`src/rtl/uvmt_i2c_st_clknrst_pkg.sv`:
```
// Shared types for the I2C self-test clock/reset sequencer.
// Configuration macro used by the design: UVMT_I2C_ST_CLKNRST_GLITCHFREE_EN.
package uvmt_i2c_st_clknrst_pkg;

    // Command opcodes carried on cfg_op; OP_RSVD is accepted but does nothing
    typedef enum logic [1:0] {
        SET_DIV   = 2'd0,
        RST_PULSE = 2'd1,
        STOP      = 2'd2,
        OP_RSVD   = 2'd3
    } cfg_op_e;

    // Per-channel sequencing state
    typedef enum logic [1:0] {
        IDLE = 2'd0,
        HOLD = 2'd1,
        RUN  = 2'd2
    } ch_state_e;

endpackage

```
`src/rtl/uvmt_i2c_st_clknrst_ch.sv`:
```
// One output channel: clock divider, reset-hold counter and channel FSM.
// With UVMT_I2C_ST_CLKNRST_GLITCHFREE_EN defined, divisor changes on a running
// channel are deferred to the next falling divided-clock edge.
module uvmt_i2c_st_clknrst_ch
    import uvmt_i2c_st_clknrst_pkg::*;
#(
    parameter int DIV_W = 8,
    parameter int RST_W = 8
) (
    input  logic             clk,
    input  logic             reset,
    input  logic             cmd_valid,
    input  cfg_op_e          cmd_op,
    input  logic [DIV_W-1:0] cmd_div,
    input  logic [RST_W-1:0] cmd_rst,
    output logic             ch_clk,
    output logic             ch_tick,
    output logic             ch_reset_n,
    output logic             ch_running,
    output logic             pending
);

    ch_state_e        state;
    logic [DIV_W-1:0] div;
    logic [DIV_W-1:0] div_cnt;
    logic [RST_W-1:0] hold_cnt;
    logic             wrap;
    logic             cmd_effective;

    // The divider only ever runs with div != 0, so div-1 never underflows while active
    assign wrap          = (div_cnt == div - DIV_W'(1));
    assign cmd_effective = cmd_valid && (cmd_op != OP_RSVD);

`ifdef UVMT_I2C_ST_CLKNRST_GLITCHFREE_EN
    logic [DIV_W-1:0] pend_div;
    logic             pend_flag;

    assign pending = pend_flag;

    // Channel FSM, divider and hold counter; a new divisor waits for the next falling edge
    always_ff @(posedge clk or posedge reset) begin
        if (reset) begin
            state      <= IDLE;
            div        <= '0;
            div_cnt    <= '0;
            hold_cnt   <= '0;
            ch_clk     <= 1'b0;
            ch_tick    <= 1'b0;
            ch_reset_n <= 1'b0;
            ch_running <= 1'b0;
            pend_div   <= '0;
            pend_flag  <= 1'b0;
        end else begin
            ch_tick <= 1'b0;
            if (state != IDLE) begin
                if (wrap) begin
                    div_cnt <= '0;
                    ch_clk  <= ~ch_clk;
                    ch_tick <= ~ch_clk;
                    if (ch_clk && pend_flag) begin
                        div       <= pend_div;
                        pend_flag <= 1'b0;
                    end
                end else begin
                    div_cnt <= div_cnt + DIV_W'(1);
                end
            end
            if (state == HOLD && ch_tick && !cmd_effective) begin
                if (hold_cnt == '0) begin
                    state      <= RUN;
                    ch_reset_n <= 1'b1;
                    ch_running <= 1'b1;
                end else begin
                    hold_cnt <= hold_cnt - RST_W'(1);
                end
            end
            if (cmd_valid) begin
                case (cmd_op)
                    SET_DIV: begin
                        if (cmd_div == '0) begin
                            div        <= '0;
                            state      <= IDLE;
                            div_cnt    <= '0;
                            ch_clk     <= 1'b0;
                            ch_tick    <= 1'b0;
                            ch_reset_n <= 1'b0;
                            ch_running <= 1'b0;
                            pend_flag  <= 1'b0;
                        end else if (state == IDLE) begin
                            div <= cmd_div;
                        end else begin
                            pend_div  <= cmd_div;
                            pend_flag <= 1'b1;
                        end
                    end
                    RST_PULSE: begin
                        if (div != '0) begin
                            state      <= HOLD;
                            hold_cnt   <= cmd_rst;
                            ch_reset_n <= 1'b0;
                            ch_running <= 1'b0;
                            if (state == IDLE) begin
                                div_cnt <= '0;
                                ch_clk  <= 1'b0;
                                ch_tick <= 1'b0;
                            end
                        end
                    end
                    STOP: begin
                        state      <= IDLE;
                        div_cnt    <= '0;
                        ch_clk     <= 1'b0;
                        ch_tick    <= 1'b0;
                        ch_reset_n <= 1'b0;
                        ch_running <= 1'b0;
                        pend_flag  <= 1'b0;
                    end
                    default: ;
                endcase
            end
        end
    end
`else
    assign pending = 1'b0;

    // Channel FSM, divider and hold counter; a new divisor takes effect at once
    always_ff @(posedge clk or posedge reset) begin
        if (reset) begin
            state      <= IDLE;
            div        <= '0;
            div_cnt    <= '0;
            hold_cnt   <= '0;
            ch_clk     <= 1'b0;
            ch_tick    <= 1'b0;
            ch_reset_n <= 1'b0;
            ch_running <= 1'b0;
        end else begin
            ch_tick <= 1'b0;
            if (state != IDLE) begin
                if (wrap) begin
                    div_cnt <= '0;
                    ch_clk  <= ~ch_clk;
                    ch_tick <= ~ch_clk;
                end else begin
                    div_cnt <= div_cnt + DIV_W'(1);
                end
            end
            if (state == HOLD && ch_tick && !cmd_effective) begin
                if (hold_cnt == '0) begin
                    state      <= RUN;
                    ch_reset_n <= 1'b1;
                    ch_running <= 1'b1;
                end else begin
                    hold_cnt <= hold_cnt - RST_W'(1);
                end
            end
            if (cmd_valid) begin
                case (cmd_op)
                    SET_DIV: begin
                        div <= cmd_div;
                        if (cmd_div == '0) begin
                            state      <= IDLE;
                            div_cnt    <= '0;
                            ch_clk     <= 1'b0;
                            ch_tick    <= 1'b0;
                            ch_reset_n <= 1'b0;
                            ch_running <= 1'b0;
                        end else if (state != IDLE) begin
                            div_cnt <= '0;
                        end
                    end
                    RST_PULSE: begin
                        if (div != '0) begin
                            state      <= HOLD;
                            hold_cnt   <= cmd_rst;
                            ch_reset_n <= 1'b0;
                            ch_running <= 1'b0;
                            if (state == IDLE) begin
                                div_cnt <= '0;
                                ch_clk  <= 1'b0;
                                ch_tick <= 1'b0;
                            end
                        end
                    end
                    STOP: begin
                        state      <= IDLE;
                        div_cnt    <= '0;
                        ch_clk     <= 1'b0;
                        ch_tick    <= 1'b0;
                        ch_reset_n <= 1'b0;
                        ch_running <= 1'b0;
                    end
                    default: ;
                endcase
            end
        end
    end
`endif

endmodule

```
`src/rtl/uvmt_i2c_st_clknrst_seq.sv`:
```
// Multi-channel clock-divider and reset sequencer for the I2C self-test bench.
// Optional deferred divisor update: UVMT_I2C_ST_CLKNRST_GLITCHFREE_EN.
module uvmt_i2c_st_clknrst_seq
    import uvmt_i2c_st_clknrst_pkg::*;
#(
    parameter int NUM_CH = 2,
    parameter int DIV_W  = 8,
    parameter int RST_W  = 8,
    parameter int CH_W   = (NUM_CH > 1) ? $clog2(NUM_CH) : 1
) (
    input  logic              clk,
    input  logic              reset,
    input  logic              cfg_valid,
    output logic              cfg_ready,
    input  logic [1:0]        cfg_op,
    input  logic [CH_W-1:0]   cfg_ch,
    input  logic [DIV_W-1:0]  cfg_div,
    input  logic [RST_W-1:0]  cfg_rst,
    output logic [NUM_CH-1:0] ch_clk,
    output logic [NUM_CH-1:0] ch_tick,
    output logic [NUM_CH-1:0] ch_reset_n,
    output logic [NUM_CH-1:0] ch_running
);

    logic [NUM_CH-1:0] ch_pending;
    logic              accept;

    assign accept = cfg_valid && cfg_ready;

    // Back-pressure only the addressed channel while its divisor update is pending
    always_comb begin
        cfg_ready = 1'b1;
        for (int i = 0; i < NUM_CH; i++) begin
            if (cfg_ch == CH_W'(i) && ch_pending[i]) begin
                cfg_ready = 1'b0;
            end
        end
    end

    for (genvar g = 0; g < NUM_CH; g++) begin : g_ch
        uvmt_i2c_st_clknrst_ch #(
            .DIV_W (DIV_W),
            .RST_W (RST_W)
        ) u_ch (
            .clk        (clk),
            .reset      (reset),
            .cmd_valid  (accept && (cfg_ch == CH_W'(g))),
            .cmd_op     (cfg_op_e'(cfg_op)),
            .cmd_div    (cfg_div),
            .cmd_rst    (cfg_rst),
            .ch_clk     (ch_clk[g]),
            .ch_tick    (ch_tick[g]),
            .ch_reset_n (ch_reset_n[g]),
            .ch_running (ch_running[g]),
            .pending    (ch_pending[g])
        );
    end

endmodule

```
`config.mk`:
```
export PLATFORM = sky130hd
export DESIGN_NAME = uvmt_i2c_st_clknrst_seq
export DESIGN_NICKNAME = d
export VERILOG_FILES = /design/src/rtl/uvmt_i2c_st_clknrst_pkg.sv /design/src/rtl/uvmt_i2c_st_clknrst_ch.sv /design/src/rtl/uvmt_i2c_st_clknrst_seq.sv
export SDC_FILE = /design/constraint.sdc
export NUM_CORES = 1
export LEC_CHECK = 0
export CORE_ASPECT_RATIO = 0.5
export CORE_MARGIN = 10
export CORE_UTILIZATION = 30
export DETAILED_ROUTE_END_ITERATION = 8
export GPL_ROUTABILITY_DRIVEN = 0
export MAX_ROUTING_LAYER = met4
export SYNTH_ARGS = -nofsm -noshare
export SYNTH_HDL_FRONTEND = slang
export SYNTH_SLANG_ARGS = --single-unit
```
`constraint.sdc`:
```
create_clock -name clk -period 3.2 [get_ports clk]
set_input_delay 0.8 -clock clk [delete_from_list [all_inputs] [get_ports clk]]
set_output_delay 0.8 -clock clk [all_outputs]
set_load 0.01 [all_outputs]
```
# Yosys cells after proc, flatten, opt, wreduce, memory -nomap -nowiden
# Cells that the tools add are included.
# classes
n_mux,90
n_reduce_logical,22
n_addsub,6
bitwise_logic,3
n_eq_ne,7
# ops
op,n
8-bit 2-to-1 mux,24
8-bit case mux with 3 select lines,2
1-bit 2-to-1 mux,44
"8-bit by 1-bit subtractor with 8-bit output, second input constant",4
8-bit zero test,3
1-bit case mux with 3 select lines,8
2-bit 2-to-1 mux,10
"8-bit by 1-bit adder with 8-bit output, second input constant",2
8-bit equality test,2
8-bit nonzero test,2
2-bit case mux with 3 select lines,2
1-bit logical AND,8
"2-bit by 1-bit equality test with 1-bit output, second input constant",3
2-bit zero test,3
2-bit AND reduction,2
2-bit nonzero test,2
1-bit inverter,3
"2-bit equality test, second input constant",1
1-bit zero test,2
"2-bit != test, second input constant",1
# word_totals
register_bits,60
elab_cells,144
output_inout_bits,9
input_bits,22

# Depth between registers and ports, before layout
# Gate-level depths: netlist of the first run.
# logic_depth
depth_word,9
depth_mapped,10
mapped_depth_nobuf,9

# Modules after synthesis
# Synthesis of the first run repeated with hierarchy kept, for this count alone.
# unflattened
cells_unflattened,390
hier_area_um2,3689.8
# modules_own_cells
module,cells_per_inst,area_each_um2,instances
uvmt_i2c_st_clknrst_ch at g_ch[1].u_ch,201,1841.8,1
uvmt_i2c_st_clknrst_ch at g_ch[0].u_ch,186,1821.7,1
uvmt_i2c_st_clknrst_seq,3,26.3,1

# Worst setup path after synthesis of the first run
# OpenSTA, ideal clock, no wires.
# synth_timing
path_type,input to register
start,input cfg_op[0]
end,register g_ch[1].u_ch.hold_cnt[5]
path_slack_ns,0.763
arrival_ns,2.372
path_stages,9
setup_ns,0.064
cell_sequence,clkbuf_1 > and2_1 > or2_2 > and4b_1 > clkbuf_1 > nand3_1 > or3_1 > a21oi_1 > mux2_2
# synth_via
elab_chain_len,8
# synth_rtl
element,line,text
from (decl),uvmt_i2c_st_clknrst_seq.sv:15,"input logic [1:0] cfg_op,"
2-bit != test,uvmt_i2c_st_clknrst_ch.sv:32,assign cmd_effective = cmd_valid && (cmd_op != OP_RSVD);
1-bit logical AND,uvmt_i2c_st_clknrst_ch.sv:32,
1-bit zero test,uvmt_i2c_st_clknrst_ch.sv:148,if (state == HOLD && ch_tick && !cmd_effective) begin
1-bit logical AND,uvmt_i2c_st_clknrst_ch.sv:148,
8-bit 2-to-1 mux,uvmt_i2c_st_clknrst_ch.sv:148,
8-bit 2-to-1 mux,uvmt_i2c_st_clknrst_ch.sv:173,if (div != '0) begin
8-bit 2-to-1 mux,uvmt_i2c_st_clknrst_ch.sv:158,case (cmd_op)
8-bit 2-to-1 mux *,uvmt_i2c_st_clknrst_ch.sv:157,if (cmd_valid) begin
to (signal assigned),uvmt_i2c_st_clknrst_ch.sv:154,hold_cnt <= hold_cnt - RST_W'(1);
to (signal assigned),uvmt_i2c_st_clknrst_ch.sv:175,hold_cnt <= cmd_rst;
to (decl),uvmt_i2c_st_clknrst_ch.sv:26,logic [RST_W-1:0] hold_cnt;
# Every way passes the cells marked *; elsewhere a longest branch is shown, timed or not.
# A chain may end at the register's enable or synchronous reset.

# Final worst setup path of the first run
# layout_timing
start,register g_ch[1].u_ch.div[0]
end,register g_ch[1].u_ch.ch_clk
# layout_via
elab_chain_len,8
# layout_rtl
element,line,text
from (decl),uvmt_i2c_st_clknrst_ch.sv:24,logic [DIV_W-1:0] div;
from (signal assigned),uvmt_i2c_st_clknrst_ch.sv:160,div <= cmd_div;
8-bit by 1-bit subtractor with 8-bit output,uvmt_i2c_st_clknrst_ch.sv:31,assign wrap = (div_cnt == div - DIV_W'(1));
8-bit equality test,uvmt_i2c_st_clknrst_ch.sv:31,
1-bit 2-to-1 mux,uvmt_i2c_st_clknrst_ch.sv:140,if (wrap) begin
1-bit 2-to-1 mux,uvmt_i2c_st_clknrst_ch.sv:139,if (state != IDLE) begin
1-bit 2-to-1 mux,uvmt_i2c_st_clknrst_ch.sv:178,if (state == IDLE) begin
1-bit 2-to-1 mux,uvmt_i2c_st_clknrst_ch.sv:173,
1-bit case mux with 3 select lines,uvmt_i2c_st_clknrst_ch.sv:158,
1-bit 2-to-1 mux *,uvmt_i2c_st_clknrst_ch.sv:157,
to (signal assigned),uvmt_i2c_st_clknrst_ch.sv:142,ch_clk <= ~ch_clk;
to (decl),uvmt_i2c_st_clknrst_ch.sv:16,"output logic ch_clk,"
# Marked as above.

==> flow_metrics.py, run 1 <==
metrics = {
    "outcome": {
        "status": "complete, no violations",
    },
    "synth": {
        "synthCells": 391,
        "synth_top_area_cell": "dfrtp_1",
        "yosysWarnings": 0,
        "async_reset_ff_share_pct": 100,
        "ys_ff_latch": 60,
        "synth-seq-area-share_pct": 41.4,
        "syn_avg_cell_area_sq_um": 9.27,
        "ys.flop_type": "dfrtp_1",
        "syn_nets": 425,
        "syn_area_sq_um": 3620,
        "yosys.cell_types.count": 54,
        "ys_top_cells_by_area": "dfrtp_1, xnor2_1, mux2_2, ha_1, o21ai_0",
        "yosysTopAreaCellShare_pct": 41.4,
        "synth_edf_count": 0,
    },
    "clock_network": {
        "numCtsBuffers": 9,
        "cts_sinks": 60,
        "cts_tree": "done",
        "cts_hold_repair.buffers": 0,
        "insertion_delay_ps": 330,
        "cts-root-buf": "clkbuf_16",
        "cts.htree.levels": 3,
        "max-clock-path-buffers": 2,
        "clkTransAtPathRegs_ps": 50,
        "post_cts_buffers": 0,
        "cts_resized": 0,
    },
    "setup_path": {
        "cp_top_family": "compound AO/OA/AOI/OAI gates",
        "critPathCaptureType": "register",
        "crit_type": "register to register",
        "critPathBufInv": 1,
        "worst-path-max-fanout": 6,
        "regToRegSetupSlack_ps": 660,
        "cp_cell_sequence": "inv_1 -> ha_1 -> xnor2_1 -> a21oi_1 -> o2111ai_1 -> a2111oi_4 -> ha_1 -> or2_2 -> a21oi_1",
        "rr_endpoint": "g_ch[1].u_ch.ch_clk",
        "cp.arrival_ps": 2800,
        "crit_required_ps": 3460,
        "r2r_start": "g_ch[1].u_ch.div[0]",
        "ff2ff_path_depth": 9,
        "cpPeakStageDelay_ps": 500,
        "slowest_stage": "dfrtp_1",
        "start_kind": "register",
    },
    "sta": {
        "rsz0062_at_grt": "no",
        "fin_hold_ws_ps": 496,
        "setup_ws_ps": 656,
        "period_minus_slack_ps": 2540,
        "max_slew_margin_pct": 53.8,
        "tightest_slew_ps": 691,
        "finalSetupTns_ps": 0,
        "skew_ps": 5.43,
        "fin_crit_sh_pct": 79.5,
        "hold_viol": 0,
        "drv_slew": 0,
        "setup_viol_count_final": 0,
        "fmax_mhz": 393,
    },
    "die": {
        "coreArea_sq_um": 11800,
        "rows": 28,
        "initial_core_util_pct": 30.7,
        "die_h_um": 97.7,
        "die_width_um": 175,
        "io_pins": 31,
        "dieArea_sq_um": 17100,
    },
    "placed_design": {
        "placed_cell_area_sq_um": 4060,
        "pre_cts_ws_ps": 388,
        "detailed_place_hpwl_mm": 6.14,
        "port-buffer-count": 29,
    },
    "routing": {
        "drcViolationCount": 0,
        "drt-total-wl_mm": 8.22,
        "vias": 2824,
        "ant_nets": 0,
        "firstDrtPassIters": 4,
        "viasPerCell": 4.79,
        "drt_iter0_drc": 132,
        "wl_per_cell_um": 13.9,
    },
    "global_route": {
        "gr-total-overflow": 0,
        "grt_pass1_vias": 2976,
        "grt_max_degree": 33,
        "grt_pass1_wl_mm": 14.4,
        "antenna_found_initial": 0,
        "track_usage_pct": 10.4,
    },
    "final_layout": {
        "syn_to_final_growth_pct": 22.1,
        "nNetsFinal": 454,
        "n_fill_cell": 1185,
        "diodes": 0,
        "mostFrequentLayoutCell": "dfrtp_1",
        "fin_area_sq_um": 4430,
        "drive_above_1_share_pct": 11.3,
        "final_cell_mix": "dfrtp_1, nand2_1, nor2_1",
        "multi_input_area_sq_um": 1940,
        "seqCellArea_sq_um": 1500,
    },
    "power_and_ir_drop": {
        "vdd_drop_max_uv": 253,
        "power_density_nw_per_um2": 670,
        "power.share.sequential_pct": 37.1,
        "clkPwrFrac_pct": 40.3,
        "intPower_mw": 2.08,
        "finalPower_mw": 2.96,
        "p_switching_uw": 881,
        "cellLeakagePower_nw": 1.90,
        "swShare_pct": 29.7,
        "pwr-share-comb_pct": 22.6,
    },
    "min_path": {
        "hold_end": "g_ch[0].u_ch.ch_reset_n",
        "min_from": "g_ch[0].u_ch.ch_reset_n",
        "worstHoldPathType": "register to register",
        "holdPathStages": 1,
    },
    "flow_run": {
        "drv_cap": 0,
    },
}
==> cells in the mapped netlist, types with 2 or more instances <==
master     number
nor4_1          8
nor3b_1         7
nand2_1        36
nor2_1         33
xor2_1          6
and3_1          6
dfrtp_1        60
a21boi_0        2
nand2b_1        6
nand3_1        10
ha_1           12
and2_1          5
a211o_1         5
xnor2_1        20
nor2b_1         2
clkbuf_1        6
o21bai_1        4
o21ai_1         2
and3b_1         3
or3_1           4
buf_6           2
o22ai_1         2
buf_4           9
a21o_1          7
nor3_1         18
o2111ai_1       2
a21oi_1        20
o21ai_0        28
mux2_2         15
or2_2           3
nor4b_1         3
a31oi_1         2
inv_1          17
o21a_1          6
==> flip-flops by register name, summed over array words and instances, names as in the netlist <==
name                  count
g_ch.u_ch.ch_reset_n      2
g_ch.u_ch.div_cnt        16
g_ch.u_ch.hold_cnt       16
g_ch.u_ch.state           4
g_ch.u_ch.ch_clk          2
g_ch.u_ch.div            16
g_ch.u_ch.ch_tick         2
g_ch.u_ch.ch_running      2
==> per-layer routing <==
metal  wire [um]  GRT usage (%)  up-vias
li1            -              -     1428
met1        4010           12.8     1358
met2        3880           16.6       26
met3         213           2.60       12
met4         106           3.24        0
met5           0              -        -
==> final cells by class <==
type	instances	area share (%)
repair buffers	36	7.74
clock inverters	3	2.04
multi-input cells	296	43.9
inverters	17	1.44
flip-flops and latches	60	33.9
well taps	165	4.66
clock buffers	13	6.33
==> metrics by stage <==
| step | cells | utilization, % |
|---|---|---|
| final | 590 | 37.5 |
| after global placement | 574 | 34.4 |
| after detailed placement | 574 | 34.4 |
| after floorplan | 391 | - |
| after CTS | 590 | 37.5 |
| after global routing | 590 | 37.5 |
==> worst max-delay path by stage <==
| stage | from | end | slack (ps) | cells after the start |
|---|---|---|---|---|
| after floorplan | cfg_op[0] | g_ch[1].u_ch.hold_cnt[5] | 760 | 9 |
| after global placement | cfg_op[0] | g_ch[1].u_ch.hold_cnt[5] | 430 | 8 |
| after detailed placement | cfg_div[3] | g_ch[0].u_ch.div_cnt[2] | 390 | 8 |
| after CTS | g_ch[0].u_ch.div[2] | g_ch[0].u_ch.div_cnt[4] | 640 | 7 |
| after global routing | g_ch[0].u_ch.div[2] | g_ch[0].u_ch.div_cnt[4] | 340 | 7 |
| final | g_ch[1].u_ch.div[0] | g_ch[1].u_ch.ch_clk | 660 | 9 |
==> power groups by stage <==
stage	logic [mW]	registers, mW	clock network, mW
CTS	0.679	1.10	1.21
detailed placement	0.672	1.11	0
finish	0.670	1.10	1.19
global placement	0.658	1.11	0
global route	0.767	1.13	1.25
floorplan	0.550	1.05	0
==> logic make-up after synthesis <==
| kind of cell | share of synthesized area (%) |
|---|---|
| mux | 4.66 |
| flops | 41.4 |
| xor+xnor | 6.28 |
| buf+inv | 5.00 |
| simple gates | 22.1 |
| compound gates | 16.3 |
| other cells | 0.103 |
| fa+ha+maj | 4.14 |
(Power assumes the default switching activity.)
==> inputs of run 2 (changes only) <==
==> constraint.sdc (replaced) <==
create_clock -name clk -period 2.3 [get_ports clk]
set_input_delay 0.575 -clock clk [delete_from_list [all_inputs] [get_ports clk]]
set_output_delay 0.575 -clock clk [all_outputs]
set_load 0.01 [all_outputs]
==> run 2 against run 1 <==
  * The run now ends with negative setup slack left
  * Routed wire length increased by 3.5%
  * Sequential share of layout area decreased by 2.4 points
  * Global-route usage decreased by 0.17 points
  * Flip-flop and latch count unchanged
  * Critical endpoint is now g_ch[1].u_ch.div_cnt[6]
  * Largest power group is now sequential cells
  * Highest routed layer unchanged
==> flow_metrics.py, run 2 (synthesis results as in run 1) <==
metrics = {
    "global_route": {
        "antenna_found_initial": 0,
        "gr-total-overflow": 0,
        "track_usage_pct": 10.3,
        "grt_pass1_vias": 2892,
        "grt_max_degree": 61,
        "grt_pass1_wl_mm": 14.1,
    },
    "setup_path": {
        "r2r_start": "g_ch[1].u_ch.div[2]",
        "cpPeakStageDelay_ps": 440,
        "crit_required_ps": 2520,
        "worstSetupEndpoint": "g_ch[1].u_ch.div_cnt[6]",
        "worst_path_most_repeated_cell": "buf_4",
        "start_kind": "register",
        "worst-path-max-fanout": 7,
        "cp_cell_sequence": "buf_4 -> nor3_1 -> xnor2_1 -> o2111ai_2 -> a2111oi_4 -> buf_4 -> or3_4 -> nor2_2 -> a211o_1",
        "crit_type": "register to register",
        "critPathCaptureType": "register",
        "cp-startpoint": "g_ch[1].u_ch.div[2]",
        "rr_endpoint": "g_ch[1].u_ch.div_cnt[6]",
        "regToRegSetupSlack_ps": -60,
        "cp.arrival_ps": 2580,
        "slowest_stage": "dfrtp_2",
        "ff2ff_path_depth": 9,
    },
    "die": {
        "initial_core_util_pct": 30.7,
        "die_h_um": 97.7,
        "io_pins": 31,
        "rows": 28,
        "die_width_um": 175,
        "coreArea_sq_um": 11800,
        "dieArea_sq_um": 17100,
    },
    "routing": {
        "drcViolationCount": 0,
        "viasPerCell": 4.74,
        "firstDrtPassIters": 4,
        "drt-total-wl_mm": 8.51,
        "drt_iter0_drc": 154,
        "ant_nets": 0,
        "wl_per_cell_um": 13.5,
        "vias": 2986,
    },
    "sta": {
        "skew_ps": 6.31,
        "fmax_mhz": 424,
        "hold_viol": 0,
        "rsz0062_at_grt": "yes",
        "tightest_slew_ps": 504,
        "setup_ws_ps": -57.5,
        "fin_crit_sh_pct": 102,
        "max_slew_margin_pct": 66.1,
        "period_minus_slack_ps": 2360,
        "setup_viol_count_final": 3,
        "drv_slew": 0,
    },
    "final_layout": {
        "drive_above_1_share_pct": 22.8,
        "final_cell_mix": "dfrtp_1, buf_4, nand2_1",
        "syn_to_final_growth_pct": 31.7,
        "largest_registers": "g_ch.u_ch.div x16, g_ch.u_ch.div_cnt x16, g_ch.u_ch.hold_cnt x16",
        "mostFrequentLayoutCell": "dfrtp_1",
        "diodes": 0,
        "nNetsFinal": 494,
        "final_cells": 630,
    },
    "clock_network": {
        "max-clock-path-buffers": 2,
        "cts.htree.levels": 3,
        "cts-root-buf": "clkbuf_16",
        "cts_tree": "done",
        "insertion_delay_ps": 340,
        "cts_hold_repair.buffers": 0,
        "numCtsBuffers": 9,
        "cts_sinks": 60,
        "clkTransAtPathRegs_ps": 50,
    },
    "placed_design": {
        "port-buffer-count": 29,
        "detailed_place_hpwl_mm": 6.22,
        "pre_cts_ws_ps": -217,
        "dpl.cell_count": 611,
    },
    "flow_run": {
        "drv_cap": 0,
    },
    "min_path": {
        "min_from": "g_ch[1].u_ch.ch_running",
        "worstHoldPathType": "register to register",
    },
    "power_and_ir_drop": {
        "finalPower_mw": 4.08,
        "vdd_drop_max_uv": 379,
        "cellLeakagePower_nw": 2.08,
        "power_density_nw_per_um2": 855,
    },
    "outcome": {
        "status": "complete, but fails checks",
        "violations": "negative setup slack",
    },
}
==> run 2: cell types whose count changed in the layout (fill, tap and decap cells not counted), moves of 2 or more <==
| cell | before | now |
|---|---|---|
| o21ai_2 | 0 | 3 |
| o21ai_0 | 28 | 26 |
| clkbuf_8 | 4 | 0 |
| inv_1 | 16 | 14 |
| buf_4 | 7 | 45 |
| inv_2 | 1 | 3 |
| nor3b_1 | 7 | 4 |
| dfrtp_1 | 60 | 58 |
| clkinv_2 | 0 | 3 |
| dfrtp_2 | 0 | 2 |
| nor3b_2 | 0 | 3 |
==> run 2: repair_timing <==
item	in CTS	in global routing
gates cloned	0	1
pin swaps	0	5
setup endpoints to repair	2	16
setup buffers	0	2
gates resized for setup	0	21
==> run 2: power by group <==
| group | total (mW) | leakage, nW | switching [mW] | internal (mW) |
|---|---|---|---|---|
| logic | 1.12 | 1.17 | 0.542 | 0.580 |
| clock network | 1.43 | 0.155 | 0.491 | 0.942 |
| registers | 1.53 | 0.761 | 0.262 | 1.26 |
| total | 4.08 | 2.08 | 1.30 | 2.79 |
==> run 2: critical path, delay by kind of cell (launching register included) <==
family	cells	cell delay (ps)
xor gates and xnor gates	1	170
AOI/OAI and AO/OA	3	850
buffers and inverters	2	340
DFF	1	440
and+or+nand+nor	3	440
==> run 2: final cells by class <==
class                   instances  area (sq um)
clock buffers                   9           225
clock inverters                 7          91.3
fillers                      1154          7030
inverters                      17          63.8
multi-input cells             297          2040
flip-flops and latches         60          1500
well taps                     165           206
repair buffers                 75           648
==> run 2: worst min-delay path by stage <==
stage | slack, ps | end | cells after the start
global placement | 470 | g_ch[1].u_ch.ch_running | 1
finish | 490 | g_ch[1].u_ch.ch_running | 1
global route | 510 | g_ch[1].u_ch.ch_reset_n | 1
floorplan | 470 | g_ch[1].u_ch.ch_reset_n | 1
CTS | 490 | g_ch[1].u_ch.ch_reset_n | 1
detailed placement | 480 | g_ch[1].u_ch.ch_reset_n | 1
==> run 2: through the flow <==
stage / instance area [sq um] / util, % / hold WS (ps) / TNS, ps
floorplan: 3630 / - / 465 / -6.85
CTS: 4670 / 39.6 / 494 / -100
detailed placement: 4360 / 36.9 / 482 / -2620
global route: 4770 / 40.4 / 506 / -942
global placement: 4360 / 36.9 / 475 / -2150
finish: 4770 / 40.4 / 486 / -147
==> run 2: routing by layer <==
| metal | part of all wire [%] | track usage (%) |
|---|---|---|
| met3 | 2.9 | 2.83 |
| met1 | 48 | 12.3 |
| met2 | 48 | 16.1 |
| met4 | 1.3 | 3.89 |
| met5 | 0 | - |
==> inputs of run 3 (changes only) <==
--- a/config.mk
+++ b/config.mk
@@ -10,6 +10,7 @@
 export CORE_UTILIZATION = 30
 export DETAILED_ROUTE_END_ITERATION = 8
 export GPL_ROUTABILITY_DRIVEN = 0
+export HOLD_SLACK_MARGIN = 0.03
 export MAX_ROUTING_LAYER = met4
 export SYNTH_ARGS = -nofsm -noshare
 export SYNTH_HDL_FRONTEND = slang
==> results of run 3 <==
Final layout, timing and power as in run 2 (identical DEF).
